$ cat config.mk
export PLATFORM = sky130hd
export DESIGN_NAME = pipelined_barrel_shifter
export DESIGN_NICKNAME = d
export VERILOG_FILES = /design/src/rtl/pipelined_barrel_shifter_pkg.sv /design/src/rtl/pipelined_barrel_shifter_stage.sv /design/src/rtl/pipelined_barrel_shifter.sv
export SDC_FILE = /design/constraint.sdc
export NUM_CORES = 1
export LEC_CHECK = 0
export BUFFER_PORTS_ARGS = -buffer_cell sky130_fd_sc_hd__buf_2
export CORE_ASPECT_RATIO = 0.75
export CORE_MARGIN = 2
export CORE_UTILIZATION = 35
export CTS_BUF_LIST = sky130_fd_sc_hd__clkbuf_4 sky130_fd_sc_hd__clkbuf_8
export DETAILED_ROUTE_END_ITERATION = 8
export HOLD_SLACK_MARGIN = 0.02
export SETUP_SLACK_MARGIN = 0.1
export SLEW_MARGIN = 15
export SYNTH_ARGS = -nofsm -noshare
export SYNTH_HDL_FRONTEND = slang
export SYNTH_SLANG_ARGS = --single-unit
$ cat constraint.sdc
create_clock -name clk -period 2 [get_ports clk]
set_input_delay 0.3 -clock clk [delete_from_list [all_inputs] [get_ports clk]]
set_output_delay 0.3 -clock clk [all_outputs]
set_load 0.02 [all_outputs]
$ cat src/rtl/pipelined_barrel_shifter_pkg.sv
// Shared encodings for the pipelined barrel shifter.
// Op codes, direction constants and a width helper.
package pipelined_barrel_shifter_pkg;

    localparam logic [1:0] OP_ROT = 2'b00;
    localparam logic [1:0] OP_LSL = 2'b01;
    localparam logic [1:0] OP_ASR = 2'b10;
    localparam logic [1:0] OP_RSV = 2'b11;

    localparam logic DIR_LEFT  = 1'b1;
    localparam logic DIR_RIGHT = 1'b0;

    function automatic bit is_pow2(input int v);
        return (v > 0) && ((v & (v - 1)) == 0);
    endfunction

endpackage

$ cat src/rtl/pipelined_barrel_shifter_stage.sv
// One shift-by-SHIFT step with its valid/ready register slice.
// Shifts when the matching amount bit is set, otherwise passes through.
module shifter_pipe_stage
    import pipelined_barrel_shifter_pkg::*;
#(
    parameter int DATA_W = 8,
    parameter int TAG_W  = 4,
    parameter int AMT_W  = 3,
    parameter int SHIFT  = 1
) (
    input  logic              clk,
    input  logic              reset_n,
    input  logic              in_valid,
    output logic              in_ready,
    input  logic [DATA_W-1:0] in_data,
    input  logic [AMT_W-1:0]  in_amt,
    input  logic              in_lr,
    input  logic [1:0]        in_op,
    input  logic              in_sign,
    input  logic [TAG_W-1:0]  in_tag,
    output logic              out_valid,
    input  logic              out_ready,
    output logic [DATA_W-1:0] out_data,
    output logic [AMT_W-1:0]  out_amt,
    output logic              out_lr,
    output logic [1:0]        out_op,
    output logic              out_sign,
    output logic [TAG_W-1:0]  out_tag
);

    localparam int BIT = $clog2(SHIFT);
    localparam logic [DATA_W-1:0] ONES = '1;
    localparam logic [DATA_W-1:0] HI_FILL = ~(ONES >> SHIFT);

    logic [DATA_W-1:0] left, right, rotl, rotr, shifted;

    always_comb begin
        left    = in_data << SHIFT;
        right   = in_data >> SHIFT;
        rotl    = left  | (in_data >> (DATA_W - SHIFT));
        rotr    = right | (in_data << (DATA_W - SHIFT));
        shifted = in_data;
        if (in_amt[BIT]) begin
            case (in_op)
                OP_LSL:  shifted = (in_lr == DIR_LEFT) ? left : right;
                // sign is the original MSB, carried from the first stage
                OP_ASR:  shifted = (in_lr == DIR_LEFT) ? left
                                 : (right | (in_sign ? HI_FILL : '0));
                default: shifted = (in_lr == DIR_LEFT) ? rotl : rotr;
            endcase
        end
    end

    assign in_ready = !out_valid || out_ready;

    always_ff @(posedge clk or negedge reset_n) begin
        if (!reset_n) begin
            out_valid <= 1'b0;
            out_data  <= '0;
            out_amt   <= '0;
            out_lr    <= 1'b0;
            out_op    <= OP_ROT;
            out_sign  <= 1'b0;
            out_tag   <= '0;
        end else if (in_valid && in_ready) begin
            out_valid <= 1'b1;
            out_data  <= shifted;
            out_amt   <= in_amt;
            out_lr    <= in_lr;
            out_op    <= in_op;
            out_sign  <= in_sign;
            out_tag   <= in_tag;
        end else if (out_ready) begin
            out_valid <= 1'b0;
        end
    end

endmodule

$ cat src/rtl/pipelined_barrel_shifter.sv
// Pipelined rotate/logical/arithmetic barrel shifter.
// One register stage per amount bit, valid/ready on both sides.
module pipelined_barrel_shifter
    import pipelined_barrel_shifter_pkg::*;
#(
    parameter int DATA_W = 8,
    parameter int AMT_W  = 3,
    parameter int TAG_W  = 4
) (
    input  logic              clk,
    input  logic              reset_n,
    input  logic              in_valid,
    output logic              in_ready,
    input  logic [DATA_W-1:0] in_data,
    input  logic [AMT_W-1:0]  in_amt,
    input  logic              in_lr,
    input  logic [1:0]        in_op,
    input  logic [TAG_W-1:0]  in_tag,
    output logic              out_valid,
    input  logic              out_ready,
    output logic [DATA_W-1:0] out_data,
    output logic [TAG_W-1:0]  out_tag
);

    if (AMT_W != $clog2(DATA_W) || DATA_W < 4 || !is_pow2(DATA_W)) begin : g_bad_cfg
        $error("pipelined_barrel_shifter: bad DATA_W/AMT_W");
    end

    logic              v    [AMT_W+1];
    logic              rdy  [AMT_W+1];
    logic [DATA_W-1:0] d    [AMT_W+1];
    logic [AMT_W-1:0]  amt  [AMT_W+1];
    logic              lr   [AMT_W+1];
    logic [1:0]        op   [AMT_W+1];
    logic              sign [AMT_W+1];
    logic [TAG_W-1:0]  tag  [AMT_W+1];

    assign v[0]    = in_valid;
    assign d[0]    = in_data;
    assign amt[0]  = in_amt;
    assign lr[0]   = in_lr;
    assign op[0]   = in_op;
    assign sign[0] = in_data[DATA_W-1];
    assign tag[0]  = in_tag;
    assign in_ready = rdy[0];

    for (genvar k = 0; k < AMT_W; k++) begin : g_stage
        shifter_pipe_stage #(
            .DATA_W (DATA_W),
            .TAG_W  (TAG_W),
            .AMT_W  (AMT_W),
            .SHIFT  (1 << k)
        ) u_stage (
            .clk       (clk),
            .reset_n   (reset_n),
            .in_valid  (v[k]),
            .in_ready  (rdy[k]),
            .in_data   (d[k]),
            .in_amt    (amt[k]),
            .in_lr     (lr[k]),
            .in_op     (op[k]),
            .in_sign   (sign[k]),
            .in_tag    (tag[k]),
            .out_valid (v[k+1]),
            .out_ready (rdy[k+1]),
            .out_data  (d[k+1]),
            .out_amt   (amt[k+1]),
            .out_lr    (lr[k+1]),
            .out_op    (op[k+1]),
            .out_sign  (sign[k+1]),
            .out_tag   (tag[k+1])
        );
    end

    assign rdy[AMT_W] = out_ready;
    assign out_valid  = v[AMT_W];
    assign out_data   = d[AMT_W];
    assign out_tag    = tag[AMT_W];

    // control fields are dead once the last shift is applied
    logic unused_tail;
    assign unused_tail = ^{amt[AMT_W], lr[AMT_W], op[AMT_W], sign[AMT_W]};

endmodule
==> flow_summary_export.csv, run 1 <==
group,metric,value,unit
drt,initialDrtViolationCount,87,
place,hpwl,3.52,mm
synthesis,syn_inst,262,
synthesis,synth_async_sr_flop_share,1.00,
pwr,peakVddDrop,0.000277,V
grt,antenna_found_initial,0,
pwr,p_per_area,1000,nW/µm²
timing,drv_slew,0,
synthesis,syn_area_per_cell,9.94,µm²
hold_path,hold_class,"primary input to flip-flop",
hold_path,hp-start,"in_tag[0]",
timing,min_period,1.69,ns
critical_path,critPathMaxFanout,5,
drt,drt-wirelength-per-cell,12.2,µm
synthesis,synth.area.top_cells,"dfrtp_1, nand2_1, o21ai_0",
synthesis,synth_edf_count,0,
timing,worst_pin_slew,0.710,ns
clock_network,cts-root-buf,"clkbuf_8",
layout,nNetsFinal,317,
critical_path,reg2reg_from,"g_stage[0].u_stage.out_op[0]$_DFFE_PN0P_",
drt,vias_per_cell,4.65,
drt,drtAntennaViolNets,0,
critical_path,startpoint,"g_stage[0].u_stage.out_op[0]$_DFFE_PN0P_",
grt,track_usage,0.127,
job,maxCapViolCount,0,
die,die-area,8160,µm²
drt,drc,0,
synthesis,synth.distinct_cells,37,
die,core_area,7260,µm²
synthesis,syn_nets,292,
grt,grt_overflow_total,0,
die,io_pins,36,
clock_network,htree_levels,2,
critical_path,crit_type,"flip-flop to flip-flop",
die,die_h,78.7,µm
grt,grt_max_degree,51,
clock_network,cts_sinks,50,
critical_path,cp.arrival,1.88,ns
place,gp_congestion,0.814,
grt,first_global_vias,1754,
clock_network,cts_buffer_depth,2,
die,die_w,104,µm
timing,grt_setup_unrepaired,"no",
critical_path,start_kind,"flip-flop",
drt,drt_wl_total,4.74,mm
timing,max_slew_margin,0.527,
pwr,leakage,1.34,nW
synthesis,netlist_area,2600,µm²
layout,fillers,744,
critical_path,r2r_slack,0.31,ns
synthesis,ys_ff_latch,50,
drt,dr_total_vias,1806,
run_status,status,"finished, final reports clean",
layout,final_core_util,0.396,
place,io_buffers,35,
drt,drtPass1Iterations,4,
timing,finalSetupViolCount,0,
layout,antenna_cells,0,
clock_network,clk_pin_slew,0.09,ns
synthesis,synth_top_area_frac,0.480,
timing,hold_violations,0,
layout,layout_common_cells,"nand2_1, dfrtp_1, buf_2",
die,rows,27,
clock_network,cts_setup_buffers,0,
layout,syn_to_final_growth,10.3,%
timing,fin_crit_sh,0.843,
clock_network,cts_tree,"yes",
clock_network,cts_buffers,5,
clock_network,worstSkewPairLatency,0.30,ns
timing,clock_skew,0.00576,ns
timing,max_freq,593,MHz
timing,tns,0,ns
synthesis,yosys.area.top_type,"dfrtp_1",
layout,layout-drive-gt1-share,0.216,
critical_path,crit_required,2.20,ns
synthesis,synth_ff_type,"dfrtp_1",
synthesis,ys_warn_count,0,
synthesis,ys_seq_area_frac,0.480,
grt,grt_pass1_wl,8.40,mm
die,start_util,0.359,
critical_path,end_kind,"flip-flop",
## per-stage QoR
stage	area [µm²]	worst slack (ns)	instances	total power, mW	hold slack [ns]
6_report	2870	0.314	388	2.87	0.225
5_1_grt	2870	0.240	388	3.10	0.217
4_1_cts	2870	0.317	388	2.92	0.217
3_5_place_dp	2780	0.328	380	2.35	0.310
3_3_place_gp	2780	0.373	380	2.32	0.311
2_1_floorplan	2610	0.439	262	2.17	0.00441
## Yosys cell counts (5+ instances only)
master / count
inv_1: 11
nand2b_1: 8
mux2_2: 9
mux2i_1: 12
nand2_1: 50
nor2_1: 12
o21ai_0: 28
dfrtp_1: 50
ha_1: 8
a21oi_1: 9
a31oi_1: 5
buf_4: 11
## state kept, by name, indices dropped and copies added (netlist names)
register	count
g_stage.u_stage.out_valid	3
g_stage.u_stage.out_data	24
g_stage.u_stage.out_tag	12
g_stage.u_stage.out_lr	2
g_stage.u_stage.out_sign	2
g_stage.u_stage.out_amt	3
g_stage.u_stage.out_op	4
## worst max-delay path, stage by stage (launching register included)
cell and delay, ns:
dfrtp_1 0.40, inv_1 0.08, ha_1 0.35, or3_1 0.36, o211ai_1 0.11, o221ai_1 0.15, o21a_1 0.13
## cells by family after synthesis
kind of cell	synth area share
AO/OA/AOI/OAI	0.154
adder cells (fa/ha/maj)	0.0384
buffers and inverters	0.0735
flip-flops	0.480
multiplexers	0.108
AND/OR/NAND/NOR	0.146
## layout make-up
class                   instances  area, µm²  area share
clock buffers                   5       68.8      0.0240
multi-input cells             181       1160       0.405
flip-flops and latches         50       1250       0.436
well taps                     101        126      0.0440
repair buffers                 38        213      0.0740
clock inverters                 2       10.0     0.00348
inverters                      11       41.3      0.0144
## final timing paths
check	cells past startpoint	to
setup / recovery	6	g_stage[1].u_stage.out_data[1]$_DFFE_PN0P_
hold / removal	2	g_stage[0].u_stage.out_tag[0]$_DFFE_PN0P_
setup reg to reg	6	g_stage[1].u_stage.out_data[1]$_DFFE_PN0P_
hold reg to reg	2	g_stage[1].u_stage.out_tag[2]$_DFFE_PN0P_
max in group asynchronous	3	g_stage[0].u_stage.out_op[0]$_DFFE_PN0P_
min in group asynchronous	3	g_stage[2].u_stage.out_data[7]$_DFFE_PN0P_
## power breakdown
part	internal, mW	switching (mW)
Clock	0.235	0.321
Combinational	0.384	0.480
Sequential	1.25	0.203
## per-layer routing
| metal | wire length, µm | track usage |
|---|---|---|
| met5 | 0 | 0 |
| met4 | 81 | 0.0486 |
| met3 | 189 | 0.0271 |
| met2 | 1940 | 0.186 |
| met1 | 2540 | 0.185 |
## what timing repair did
action                    in CTS  in global routing
resized for setup              0                  0
hold endpoints to repair      50                  0
hold buffers                   1                  0
(Power assumes the default switching activity.)
==> run 2: changes to the inputs <==
==> constraint.sdc (replaced) <==
create_clock -name clk -period 1.7 [get_ports clk]
set_input_delay 0.255 -clock clk [delete_from_list [all_inputs] [get_ports clk]]
set_output_delay 0.255 -clock clk [all_outputs]
set_load 0.02 [all_outputs]
==> run 2 against run 1 <==
Sequential share of layout area shrank 2.0 points. Non-clock buffer count rose by 5. Critical path depth unchanged. Die area unchanged. Register-to-register slack got worse by 0.17 ns. First-iteration DRC count is the same. Global-route usage rose by 0.55 points. Core utilization increased by 1.9 points. Critical path type unchanged.
==> flow_summary_export.csv, run 2 (synthesized netlist as in run 1, its figures left out) <==
group,metric,value,unit
grt,grt_pass1_wl,8.76,mm
grt,track_usage,0.133,
drt,initialDrtViolationCount,87,
run_status,status,"finished, final reports clean",
critical_path,crit_type,"flip-flop to flip-flop",
grt,antenna_found_initial,0,
critical_path,crit_required,1.90,ns
hold_path,hold_class,"primary input to flip-flop",
timing,fin_crit_sh,0.914,
timing,max_slew_margin,0.700,
clock_network,cts_sinks,50,
critical_path,start_kind,"flip-flop",
timing,grt_setup_unrepaired,"yes",
drt,drtAntennaViolNets,0,
hold_path,whs_path_depth,2,
layout,syn_to_final_growth,15.7,%
drt,dr_total_vias,1865,
clock_network,cts_buffers,5,
clock_network,cts_tree,"yes",
clock_network,worstSkewPairLatency,0.31,ns
layout,largest_reg_flops,24,
die,die-area,8160,µm²
timing,finalSetupViolCount,0,
layout,final_core_util,0.415,
die,die_w,104,µm
pwr,power,3.84,mW
pwr,leakage,1.39,nW
grt,first_global_vias,1798,
drt,drt-wirelength-per-cell,12.4,µm
timing,drv_slew,0,
drt,vias_per_cell,4.73,
layout,final_cell_area,3010,µm²
clock_network,htree_levels,2,
place,placed_cells,383,
layout,final_common_cell,"nand2_1",
place,gp_congestion,0.809,
grt,grt_overflow_total,0,
die,core_area,7260,µm²
timing,whs,0.172,ns
timing,clock_skew,0.00826,ns
layout,antenna_cells,0,
drt,drt_wl_total,4.90,mm
layout,reg_top3,"g_stage.u_stage.out_data x24, g_stage.u_stage.out_tag x12, g_stage.u_stage.out_op x4",
layout,multi_input_area,1200,µm²
pwr,peakVddDrop,0.000357,V
hold_path,worstHoldEndpoint,"g_stage[0].u_stage.out_tag[3]$_DFFE_PN0P_",
timing,tns,0,ns
pwr,p_per_area,1270,nW/µm²
place,hpwl,3.63,mm
timing,min_period,1.55,ns
hold_path,hp-start,"in_tag[3]",
drt,drtPass1Iterations,4,
layout,nNetsFinal,322,
layout,layout_common_cells,"nand2_1, dfrtp_1, buf_2",
layout,stdcell_count,394,
clock_network,clk_pin_slew,0.09,ns
timing,fin_ws,0.146,ns
critical_path,critPathMaxFanout,3,
critical_path,r2r_cells,6,
critical_path,cp.arrival,1.75,ns
place,io_buffers,35,
job,maxCapViolCount,0,
die,die_h,78.7,µm
layout,regArea,1250,µm²
drt,drc,0,
layout,fillers,728,
timing,hold_violations,0,
critical_path,r2r_slack,0.15,ns
layout,layout-drive-gt1-share,0.259,
clock_network,cts_buffer_depth,2,
critical_path,end_kind,"flip-flop",
critical_path,worstReg2RegEnd,"g_stage[1].u_stage.out_data[0]$_DFFE_PN0P_",
clock_network,cts-root-buf,"clkbuf_8",
die,io_pins,36,
timing,worst_pin_slew,0.449,ns
place,placed_area,2810,µm²
die,start_util,0.359,
place,dp_slack,0.0595,ns
timing,max_freq,643,MHz
critical_path,reg2reg_from,"g_stage[0].u_stage.out_op[0]$_DFFE_PN0P_",
layout,top_register,"g_stage.u_stage.out_data",
die,rows,27,
grt,grt_max_degree,51,
-- run 2: cell count changes in the layout (fill, tap and decap cells not counted), moves of 2 or more --
cell       change
buf_4          +5
bufinv_16      +2
clkinv_2       -2
ha_1           -3
ha_4           +2
inv_1          -2
inv_2          +2
-- run 2: worst max path at each step --
stage / startpoint / to / slack (ns) / cells after the start
final: g_stage[0].u_stage.out_op[0]$_DFFE_PN0P_ / g_stage[1].u_stage.out_data[0]$_DFFE_PN0P_ / 0.15 / 6
after global routing: g_stage[0].u_stage.out_op[0]$_DFFE_PN0P_ / g_stage[1].u_stage.out_data[0]$_DFFE_PN0P_ / 0.009 / 6
after CTS: g_stage[0].u_stage.out_op[0]$_DFFE_PN0P_ / g_stage[1].u_stage.out_data[0]$_DFFE_PN0P_ / 0.09 / 6
after detailed placement: g_stage[0].u_stage.out_op[0]$_DFFE_PN0P_ / g_stage[1].u_stage.out_data[0]$_DFFE_PN0P_ / 0.06 / 6
after global placement: g_stage[0].u_stage.out_op[0]$_DFFE_PN0P_ / g_stage[1].u_stage.out_data[0]$_DFFE_PN0P_ / 0.13 / 6
after floorplan: g_stage[0].u_stage.out_op[0]$_DFFE_PN0P_ / g_stage[1].u_stage.out_data[1]$_DFFE_PN0P_ / 0.14 / 6
-- run 2: repair_timing --
item | 4_1_cts | 5_1_grt
hold endpoints to repair | 50 | 0
pin swaps | 2 | 3
setup buffers | 1 | 1
endpoints found under the setup margin | 2 | 6
resized for setup | 0 | 10
hold buffers | 1 | 0
-- run 2: cell type report --
cell class	count	share of cell area
Tap cell	101	0.0419
Clock buffer	6	0.0274
Inverter	11	0.0137
Multi-Input combinational cell	181	0.398
Clock inverter	2	0.0199
Sequential cell	50	0.416
Timing Repair Buffer	43	0.0831
-- run 2: routing by layer --
layer | global-route usage | vias up | share of wire
met5 | 0 | - | 0
met4 | 0.0527 | 0 | 0.018
met3 | 0.0296 | 9 | 0.035
met2 | 0.185 | 38 | 0.40
met1 | 0.198 | 860 | 0.55
li1 | - | 958 | -
-- run 2: critical path, stage by stage (launching register included) --
cell,delay [ns]
dfrtp_1,0.42
inv_2,0.09
ha_4,0.20
or3_4,0.36
o211ai_1,0.11
o221ai_1,0.15
o21a_1,0.12
-- run 2: report_power, final --
part | internal [mW] | switching (mW) | leakage [nW] | total [mW]
registers | 1.47 | 0.239 | 0.592 | 1.71
clock network | 0.628 | 0.408 | 0.0714 | 1.04
logic | 0.503 | 0.590 | 0.725 | 1.09
total | 2.60 | 1.24 | 1.39 | 3.84
